### config.mk
export PLATFORM = sky130hd
export DESIGN_NAME = alu_mdu_seq_flat
export DESIGN_NICKNAME = d
export VERILOG_FILES = /design/src/rtl/alu_mdu_seq_if.sv /design/src/rtl/alu_mdu_seq.sv /design/src/flat_wrapper.sv
export SDC_FILE = /design/constraint.sdc
export NUM_CORES = 1
export LEC_CHECK = 0
export ABC_AREA = 0
export CAP_MARGIN = 5
export CORE_UTILIZATION = 60
export CTS_CLUSTER_DIAMETER = 100
export DETAILED_ROUTE_END_ITERATION = 10
export GPL_TIMING_DRIVEN = 0
export PLACE_DENSITY = 0.82
export SETUP_SLACK_MARGIN = 0.1
export SKIP_CTS_REPAIR_TIMING = 1
export SYNTH_ARGS = -nofsm -noshare
export SYNTH_HDL_FRONTEND = slang
export SYNTH_SLANG_ARGS = --single-unit
### constraint.sdc
create_clock -name clk -period 4.96 [get_ports clk]
set_clock_uncertainty 0.2 [all_clocks]
set_input_delay 0.496 -clock clk [delete_from_list [all_inputs] [get_ports clk]]
set_output_delay 0.496 -clock clk [all_outputs]
set_load 0.01 [all_outputs]
### src/rtl/alu_mdu_seq_if.sv
// Start/busy/done handshake bundle between the execute stage and alu_mdu_seq.
// The master drives requests and operands; the slave (the MDU) returns status and result.
interface alu_mdu_seq_if #(
  parameter int unsigned XLEN = 32
) ();
  logic            start;
  logic [2:0]      funct3;
  logic [XLEN-1:0] srca;
  logic [XLEN-1:0] srcb;
  logic            busy;
  logic            done;
  logic            illegal;
  logic [XLEN-1:0] result;

  modport master (
    output start, funct3, srca, srcb,
    input  busy, done, illegal, result
  );

  modport slave (
    input  start, funct3, srca, srcb,
    output busy, done, illegal, result
  );
endinterface

### src/rtl/alu_mdu_seq.sv
// Iterative RV32M multiply/divide unit: one bit per cycle, fixed XLEN+2 latency.
// Define MDU_DIV_EN to build the divider; without it divide ops complete with illegal=1.
module alu_mdu_seq #(
  parameter int unsigned XLEN = 32
) (
  input  logic         clk,
  input  logic         reset,
  alu_mdu_seq_if.slave bus
);

  localparam int unsigned CW = $clog2(XLEN + 1);
  localparam int unsigned PW = 2 * XLEN;

  localparam logic [1:0] IDLE = 2'd0;
  localparam logic [1:0] CALC = 2'd1;
  localparam logic [1:0] FIX  = 2'd2;
  localparam logic [1:0] DONE = 2'd3;

  logic [1:0]      state, state_nxt;
  logic [CW-1:0]   count;
  logic [2:0]      op;
  logic [XLEN-1:0] opd;
  logic [PW-1:0]   acc;
  logic            neg_hi;
  logic            accept_c;

  logic            a_sgn, b_sgn, a_neg, b_neg;
  logic [XLEN-1:0] a_abs, b_abs;
  logic [XLEN:0]   mul_sum;
  logic [PW-1:0]   mul_acc;
  logic [PW-1:0]   prod;
  logic [XLEN-1:0] fix_res;

`ifdef MDU_DIV_EN
  logic            neg_lo, div_zero, div_ovf;
  logic [XLEN:0]   div_tmp, div_diff;
  logic [PW-1:0]   div_acc;
  logic [XLEN-1:0] quo, rem;
`endif

  assign accept_c = (state == IDLE) && bus.start;

  // State register
  always_ff @(posedge clk) begin
    if (reset) state <= IDLE;
    else       state <= state_nxt;
  end

  // Next-state logic
  always_comb begin
    state_nxt = state;
    case (state)
      IDLE:    if (bus.start) state_nxt = CALC;
      CALC:    if (count == CW'(1)) state_nxt = FIX;
      FIX:     state_nxt = DONE;
      DONE:    state_nxt = IDLE;
      default: state_nxt = IDLE;
    endcase
  end

  // Operand signedness and magnitude at accept
  always_comb begin
    a_sgn = 1'b0;
    b_sgn = 1'b0;
    case (bus.funct3)
      3'b001: begin a_sgn = 1'b1; b_sgn = 1'b1; end
      3'b010: a_sgn = 1'b1;
`ifdef MDU_DIV_EN
      3'b100, 3'b110: begin a_sgn = 1'b1; b_sgn = 1'b1; end
`endif
      default: ;
    endcase
    a_neg = a_sgn & bus.srca[XLEN-1];
    b_neg = b_sgn & bus.srcb[XLEN-1];
    a_abs = a_neg ? (~bus.srca + XLEN'(1)) : bus.srca;
    b_abs = b_neg ? (~bus.srcb + XLEN'(1)) : bus.srcb;
  end

  // Shift-add step: multiplier sits in the low half and shifts out as the product shifts in
  always_comb begin
    mul_sum = {1'b0, acc[PW-1:XLEN]} + {1'b0, (acc[0] ? opd : '0)};
    mul_acc = {mul_sum, acc[XLEN-1:1]};
  end

`ifdef MDU_DIV_EN
  // Restoring step: remainder in the high half, dividend/quotient in the low half
  always_comb begin
    div_tmp  = {acc[PW-1:XLEN], acc[XLEN-1]};
    div_diff = div_tmp - {1'b0, opd};
    if (!div_diff[XLEN]) div_acc = {div_diff[XLEN-1:0], acc[XLEN-2:0], 1'b1};
    else                 div_acc = {div_tmp[XLEN-1:0], acc[XLEN-2:0], 1'b0};
  end
`endif

  // Sign correction, half/quotient selection and special-case overrides
  always_comb begin
    prod    = neg_hi ? (~acc + PW'(1)) : acc;
    fix_res = '0;
`ifdef MDU_DIV_EN
    quo = neg_hi ? (~acc[XLEN-1:0] + XLEN'(1)) : acc[XLEN-1:0];
    rem = neg_lo ? (~acc[PW-1:XLEN] + XLEN'(1)) : acc[PW-1:XLEN];
`endif
    case (op)
      3'b000:                 fix_res = prod[XLEN-1:0];
      3'b001, 3'b010, 3'b011: fix_res = prod[PW-1:XLEN];
`ifdef MDU_DIV_EN
      3'b100: fix_res = div_zero ? '1 : (div_ovf ? {1'b1, {(XLEN-1){1'b0}}} : quo);
      3'b101: fix_res = div_zero ? '1 : quo;
      3'b110: fix_res = div_ovf ? '0 : rem;
      3'b111: fix_res = rem;
`endif
      default: fix_res = '0;
    endcase
  end

  // Datapath and registered outputs
  always_ff @(posedge clk) begin
    if (reset) begin
      count       <= '0;
      op          <= '0;
      opd         <= '0;
      acc         <= '0;
      neg_hi      <= 1'b0;
`ifdef MDU_DIV_EN
      neg_lo      <= 1'b0;
      div_zero    <= 1'b0;
      div_ovf     <= 1'b0;
`endif
      bus.busy    <= 1'b0;
      bus.done    <= 1'b0;
      bus.illegal <= 1'b0;
      bus.result  <= '0;
    end else begin
      bus.busy    <= (state_nxt != IDLE);
      bus.done    <= (state_nxt == DONE);
      bus.illegal <= 1'b0;
      if (accept_c) begin
        op     <= bus.funct3;
        count  <= CW'(XLEN);
        neg_hi <= a_neg ^ b_neg;
`ifdef MDU_DIV_EN
        neg_lo   <= a_neg;
        div_zero <= (bus.srcb == '0);
        div_ovf  <= (bus.srca == {1'b1, {(XLEN-1){1'b0}}}) && (bus.srcb == '1);
        if (bus.funct3[2]) begin
          opd <= b_abs;
          acc <= {{XLEN{1'b0}}, a_abs};
        end else begin
          opd <= a_abs;
          acc <= {{XLEN{1'b0}}, b_abs};
        end
`else
        opd <= a_abs;
        acc <= {{XLEN{1'b0}}, b_abs};
`endif
      end else if (state == CALC) begin
        count <= count - CW'(1);
`ifdef MDU_DIV_EN
        acc <= op[2] ? div_acc : mul_acc;
`else
        acc <= mul_acc;
`endif
      end else if (state == FIX) begin
        bus.result <= fix_res;
`ifndef MDU_DIV_EN
        bus.illegal <= op[2];
`endif
      end
    end
  end

endmodule

### src/flat_wrapper.sv
// flat-port wrapper written by rule: the top's interface ports become plain ports
module alu_mdu_seq_flat 
#(
  parameter int unsigned XLEN = 32
)
  (clk, reset, bus_start, bus_funct3, bus_srca, bus_srcb, bus_busy, bus_done, bus_illegal, bus_result);
  alu_mdu_seq_if #(.XLEN(XLEN)) bus_i ();
  input  logic clk;
  input  logic reset;
  input wire logic [$bits(bus_i.start)-1:0] bus_start;
  input wire logic [$bits(bus_i.funct3)-1:0] bus_funct3;
  input wire logic [$bits(bus_i.srca)-1:0] bus_srca;
  input wire logic [$bits(bus_i.srcb)-1:0] bus_srcb;
  output wire logic [$bits(bus_i.busy)-1:0] bus_busy;
  output wire logic [$bits(bus_i.done)-1:0] bus_done;
  output wire logic [$bits(bus_i.illegal)-1:0] bus_illegal;
  output wire logic [$bits(bus_i.result)-1:0] bus_result;
  assign bus_i.start = bus_start;
  assign bus_i.funct3 = bus_funct3;
  assign bus_i.srca = bus_srca;
  assign bus_i.srcb = bus_srcb;
  assign bus_busy = bus_i.busy;
  assign bus_done = bus_i.done;
  assign bus_illegal = bus_i.illegal;
  assign bus_result = bus_i.result;
  alu_mdu_seq #(.XLEN(XLEN)) u_core (.clk(clk), .reset(reset), .bus(bus_i));
endmodule
==> run_results.csv, run 1 <==
group,metric,value,unit
status,status,"complete, no violations",
power_and_ir_drop,powerDensity,292,nW/µm²
layout,final_layout_size_suffix_gt1_share,3.66,%
global_routing,grt_pass1_vias,9061,
placement,dp.cells,1546,
layout,mostFrequentLayoutCells,"dfxtp_1, nand2_1, nor2_1",
power_and_ir_drop,power.leakage,4.31,nW
global_routing,grt-ovfl-total,0,
power_and_ir_drop,ir_worst_vdd,0.261,mV
logic_synthesis,ys.flop_type,"dfxtp_1",
drt,routed_wl,31300,µm
floorplanning,die_h,128,µm
placement,dp_hpwl,24000,µm
timing,maxSlewHeadroom,9.78,%
logic_synthesis,synth_cell_types,67,
global_routing,grtUsageTotal,38.2,%
setup_path,worstSetupPathType,"flop to flop",
setup_path,startpoint_type,"flop",
floorplanning,io_pins,105,
timing,setup_tns,0,ns
global_routing,antenna_found_initial,0,
layout,area_growth,20.4,%
logic_synthesis,ys_ff_latch,143,
setup_path,rr_startpoint,"u_core.acc[0]$_SDFFE_PP0P_",
cts,cts_tree,"built",
flow_run,cap_violations,0,
timing,slew_viol_final,0,
cts,cts_sinks,143,
min_path,hold_depth,2,
global_routing,grt_pass1_wl,48200,µm
logic_synthesis,synth_edf_count,0,
drt,ant_nets,0,
timing,final.period_utilization,79.8,%
cts,clkLatencyLatePin,0.44,ns
placement,place.gp.congestion,0.973,
setup_path,worstPathMaxFanout,10,
placement,port_buffers,104,
logic_synthesis,yosys_warnings,0,
cts,clk_pin_slew_worst_paths,0.06,ns
floorplanning,start_util,62.2,%
setup_path,reg2reg_setup_slack,1.00,ns
logic_synthesis,synth_async_sr_flop_share,0,%
layout,fin_cells,1578,
layout,fin_nets,1462,
timing,clock.fmax,253,MHz
drt,vias,10125,
logic_synthesis,synth_area_per_cell,7.79,µm²
min_path,worstHoldStart,"u_core.opd[15]$_SDFFE_PP0P_",
setup_path,end_kind,"flop",
logic_synthesis,synth_area,9600,µm²
timing,hold_viol_final,0,
cts,htreeDepth,4,
drt,first_iter_violations,1397,
setup_path,reg2regPathDepth,12,
floorplanning,fp-row-count,45,
setup_path,required,5.07,ns
layout,diodes,0,
floorplanning,die-area,16500,µm²
min_path,min_path_type,"flop to flop",
timing,timing_worst_slew_pin_value,1.34,ns
layout,layout_commonest_cell,"dfxtp_1",
drt,wl_per_cell,19.8,µm
setup_path,r2r_end,"u_core.acc[60]$_SDFFE_PP0P_",
min_path,hold_end,"u_core.opd[15]$_SDFFE_PP0P_",
drt,first_pass_iters,11,
cts,clock_path_buffers,2,
global_routing,grt_max_degree,17,
drt,via_per_inst,6.42,
logic_synthesis,synth_nets,1339,
floorplanning,design.core.area,15400,µm²
drt,drc,0,
timing,setup_viol,0,
cts,cts_root_buffer,"clkbuf_16",
logic_synthesis,netlist_instances,1231,
floorplanning,die_w,128,µm
setup_path,arrival,4.07,ns
timing,fin_crit,3.96,ns
timing,rsz0062_at_grt,"false",
cts,numCtsBuffers,17,
logic_synthesis,seq_area_frac_synth,29.8,%
==> how the worst max path moves through the flow <==
stage,from,end,slack (ns),cells past startpoint
floorplan,u_core.acc[28]$_SDFFE_PP0P_,u_core.bus.result[29]$_SDFFE_PP0P_,1.82,10
global placement,bus_srcb[2],u_core.acc[31]$_SDFFE_PP0P_,0.82,9
detailed placement,bus_srcb[2],u_core.acc[31]$_SDFFE_PP0P_,0.78,9
CTS,u_core.acc[0]$_SDFFE_PP0P_,u_core.acc[60]$_SDFFE_PP0P_,1.08,12
global route,u_core.acc[0]$_SDFFE_PP0P_,u_core.acc[60]$_SDFFE_PP0P_,0.69,12
finish,u_core.acc[0]$_SDFFE_PP0P_,u_core.acc[60]$_SDFFE_PP0P_,1.00,12
==> stage by stage <==
step                setup slack (ns)  power [mW]  hold WS [ns]  area, µm²  utilization (%)
floorplan                       1.82        1.69         0.217       9600                -
global placement               0.816        1.91         0.227      10900             70.7
detailed placement             0.779        1.93         0.237      10900             70.7
CTS                             1.08        3.35         0.249      11600             74.9
global route                   0.692        3.48         0.267      11600             74.9
finish                          1.00        3.38         0.247      11600             74.9
==> layer usage <==
metal | GRT usage (%) | wire length [µm]
met1 | 53.5 | 13500
met3 | 7.36 | 3200
met5 | 0 | 0
met4 | 15.2 | 1170
met2 | 57.6 | 13500
==> logic make-up after synthesis <==
kind of cell	synth area share, %
AO/OA/AOI/OAI	26.1
AND/OR/NAND/NOR	22.0
buffers and inverters	3.72
adder cells (fa/ha/maj)	5.03
flip-flops	29.8
multiplexers	0.313
XOR/XNOR	13.1
==> cells in the mapped netlist (23+ instances only) <==
cell / number / area share [%]
a211oi_1: 24 / 1.9
a21oi_1: 84 / 4.4
a222oi_1: 23 / 2.4
and2_1: 41 / 2.7
clkbuf_1: 63 / 2.5
dfxtp_1: 143 / 30
ha_1: 37 / 4.8
nand2_1: 121 / 4.7
nor2_1: 114 / 4.5
nor3_1: 43 / 2.2
o21ai_0: 98 / 5.1
o31ai_1: 33 / 2.6
xnor2_1: 69 / 6.3
xor2_1: 74 / 6.8
==> state kept, by name, summed over array words and instances (netlist names) <==
register,flops
u_core.bus.illegal,1
u_core.bus.done,1
u_core.bus.result,32
u_core.opd,32
u_core.acc,64
u_core.bus.busy,1
u_core.op,3
u_core.count,6
u_core.state,2
u_core.neg_hi,1
==> area by class of cell <==
type	count	area [µm²]
multi-input combinational	998	6380
fill	1261	3870
sequential	143	2860
timing repair buffer	104	1040
clock buffer	20	447
buffer	73	293
tap	211	264
clock inverter	12	206
inverter	17	63.8
==> power breakdown <==
part	internal [mW]	switching (mW)	total [mW]
sequential	1.21	0.0646	1.27
combinational	0.261	0.399	0.660
clock	0.911	0.531	1.44
total	2.38	0.995	3.38
==> critical path, stage by stage, from the launching register on <==
cell,delay (ns)
dfxtp_1,0.30
clkbuf_1,0.42
clkbuf_1,0.29
and2_1,0.24
ha_1,0.26
a211o_1,0.28
a211oi_1,0.33
nor3_1,0.15
o21ai_0,0.48
o31ai_1,0.26
a221oi_1,0.34
xor2_1,0.18
o21ai_0,0.08
Power figures use the tool's default switching activity.
==> run 2: changes to the inputs <==
Settings changed: CORE_UTILIZATION 60 to 58, PLACE_DENSITY 0.82 to 0.8.
Clock period 4.96 ns to 3.9 ns, I/O delays scaled along.
==> run 2 against run 1 <==
  * Combinational power grew 28%
  * Non-clock buffer count grew 2
  * Final cell count grew 0.44%
  * Largest cell class unchanged
  * Largest power group unchanged
==> run_results.csv, run 2 (same netlist as run 1, synthesis figures left out) <==
group,metric,value,unit
global_routing,grtUsageTotal,37.7,%
placement,place.gp.congestion,0.974,
power_and_ir_drop,power.leakage,4.30,nW
timing,setup_viol,0,
drt,via_per_inst,6.43,
timing,clock.fmax,270,MHz
floorplanning,die_h,131,µm
power_and_ir_drop,powerDensity,360,nW/µm²
cts,cts_sinks,143,
drt,wl_per_cell,20.1,µm
layout,mostFrequentLayoutCells,"dfxtp_1, nand2_1, nor2_1",
cts,clkLatencyLatePin,0.43,ns
cts,numCtsBuffers,17,
layout,top_register,"u_core.acc",
timing,hold_viol_final,0,
layout,seqCellArea,2860,µm²
setup_path,worstSetupPathType,"flop to flop",
drt,first_pass_iters,8,
setup_path,rr_startpoint,"u_core.acc[0]$_SDFFE_PP0P_",
floorplanning,io_pins,105,
timing,slew_viol_final,0,
cts,cts_root_buffer,"clkbuf_16",
setup_path,worstPathMaxFanout,10,
placement,dp_hpwl,24500,µm
layout,layout_commonest_cell,"dfxtp_1",
placement,port_buffers,104,
placement,dp.cells,1551,
drt,drc,0,
min_path,worstHoldStart,"u_core.opd[21]$_SDFFE_PP0P_",
cts,clk_pin_slew_worst_paths,0.07,ns
drt,ant_nets,0,
global_routing,antenna_found_initial,0,
setup_path,startpoint_type,"flop",
min_path,hold_end,"u_core.opd[21]$_SDFFE_PP0P_",
global_routing,grt-ovfl-total,0,
timing,fin_crit,3.71,ns
drt,first_iter_violations,1245,
power_and_ir_drop,ir_worst_vdd,0.428,mV
setup_path,r2r_end,"u_core.acc[60]$_SDFFE_PP0P_",
layout,largest_reg_flops,64,
cts,cts_tree,"built",
setup_path,reg2reg_setup_slack,0.19,ns
timing,maxSlewHeadroom,17.3,%
layout,area_growth,20.3,%
min_path,hold_depth,2,
setup_path,reg2regPathDepth,12,
layout,fin_nets,1464,
status,status,"complete, no violations",
layout,final_layout_size_suffix_gt1_share,4.46,%
layout,fin_cells,1585,
floorplanning,design.core.area,16000,µm²
timing,final.period_utilization,95.1,%
layout,reg_top3,"u_core.acc (64), u_core.bus.result (32), u_core.opd (32)",
floorplanning,die-area,17100,µm²
setup_path,end_kind,"flop",
drt,routed_wl,31900,µm
setup_path,required,4.06,ns
cts,clock_path_buffers,2,
flow_run,cap_violations,0,
min_path,min_path_type,"flop to flop",
setup_path,arrival,3.87,ns
timing,rsz0062_at_grt,"true",
layout,fillers,1403,
timing,setup_tns,0,ns
floorplanning,fp-row-count,46,
timing,timing_worst_slew_pin_value,1.23,ns
drt,vias,10192,
layout,multi_input_area,6400,µm²
cts,htreeDepth,4,
global_routing,grt_pass1_wl,48700,µm
floorplanning,start_util,60.0,%
power_and_ir_drop,p_total,4.16,mW
global_routing,grt_max_degree,17,
global_routing,grt_pass1_vias,9065,
layout,diodes,0,
floorplanning,die_w,131,µm
[run 2: cell types whose count changed in the layout (fill, tap and decap cells not counted), sizes merged]
| cell | change |
|---|---|
| clkinv | -1 |
| buf | +2 |
| clkinvlp | +2 |
| bufinv | -3 |
| inv | +5 |
| clkbuf | -3 |
[run 2: power breakdown]
| part | leakage [nW] | total, mW | internal [mW] | switching (mW) |
|---|---|---|---|---|
| Sequential | 1.17 | 1.62 | 1.54 | 0.0816 |
| Clock | 0.286 | 1.69 | 0.962 | 0.730 |
| Combinational | 2.85 | 0.845 | 0.336 | 0.509 |
[run 2: worst max path at each step]
stage / endpoint / slack (ns) / from / depth (start not counted)
floorplan: u_core.bus.result[29]$_SDFFE_PP0P_ / 0.76 / u_core.acc[28]$_SDFFE_PP0P_ / 10
global placement: u_core.acc[31]$_SDFFE_PP0P_ / -0.17 / bus_srcb[2] / 9
detailed placement: u_core.acc[31]$_SDFFE_PP0P_ / -0.14 / bus_srcb[2] / 9
CTS: u_core.acc[60]$_SDFFE_PP0P_ / -0.11 / u_core.acc[0]$_SDFFE_PP0P_ / 12
global route: u_core.acc[60]$_SDFFE_PP0P_ / 0.01 / u_core.acc[0]$_SDFFE_PP0P_ / 12
finish: u_core.acc[60]$_SDFFE_PP0P_ / 0.19 / u_core.acc[0]$_SDFFE_PP0P_ / 12
[run 2: metrics by stage]
stage	util, %	setup WS [ns]	hold slack (ns)	area (µm²)
after floorplan	-	0.756	0.217	9600
after global placement	68.2	-0.171	0.226	10900
after detailed placement	68.2	-0.142	0.237	10900
after CTS	71.9	-0.113	0.252	11500
after global routing	72.2	0.0129	0.270	11500
final	72.2	0.193	0.248	11500
[run 2: critical path, stage by stage, from the launching register on]
cell and delay [ns]:
dfxtp_1 0.30, clkbuf_2 0.20, clkbuf_2 0.22, and2_1 0.20, ha_1 0.27, clkbuf_1 0.28, nand4_1 0.19, nor3_1 0.44
o21ai_1 0.25, o31ai_1 0.54, a221oi_1 0.21, xor2_1 0.18, o21ai_0 0.15
[run 2: area by class of cell]
cell class | count | area share, %
Clock buffer | 17 | 3.68
Inverter | 17 | 0.553
Multi-Input combinational cell | 998 | 55.4
Sequential cell | 143 | 24.8
Buffer | 73 | 2.57
Timing Repair Buffer | 106 | 9.15
Clock inverter | 15 | 1.48
Tap cell | 216 | 2.34
[run 2: per-layer routing]
metal / vias to the layer above / global-route usage, % / share of wire [%]
met5: - / 0 / 0
met4: 0 / 12.6 / 2.8
met3: 61 / 8.06 / 10
met2: 576 / 57.3 / 44
met1: 4788 / 52.8 / 43
li1: 4767 / - / -
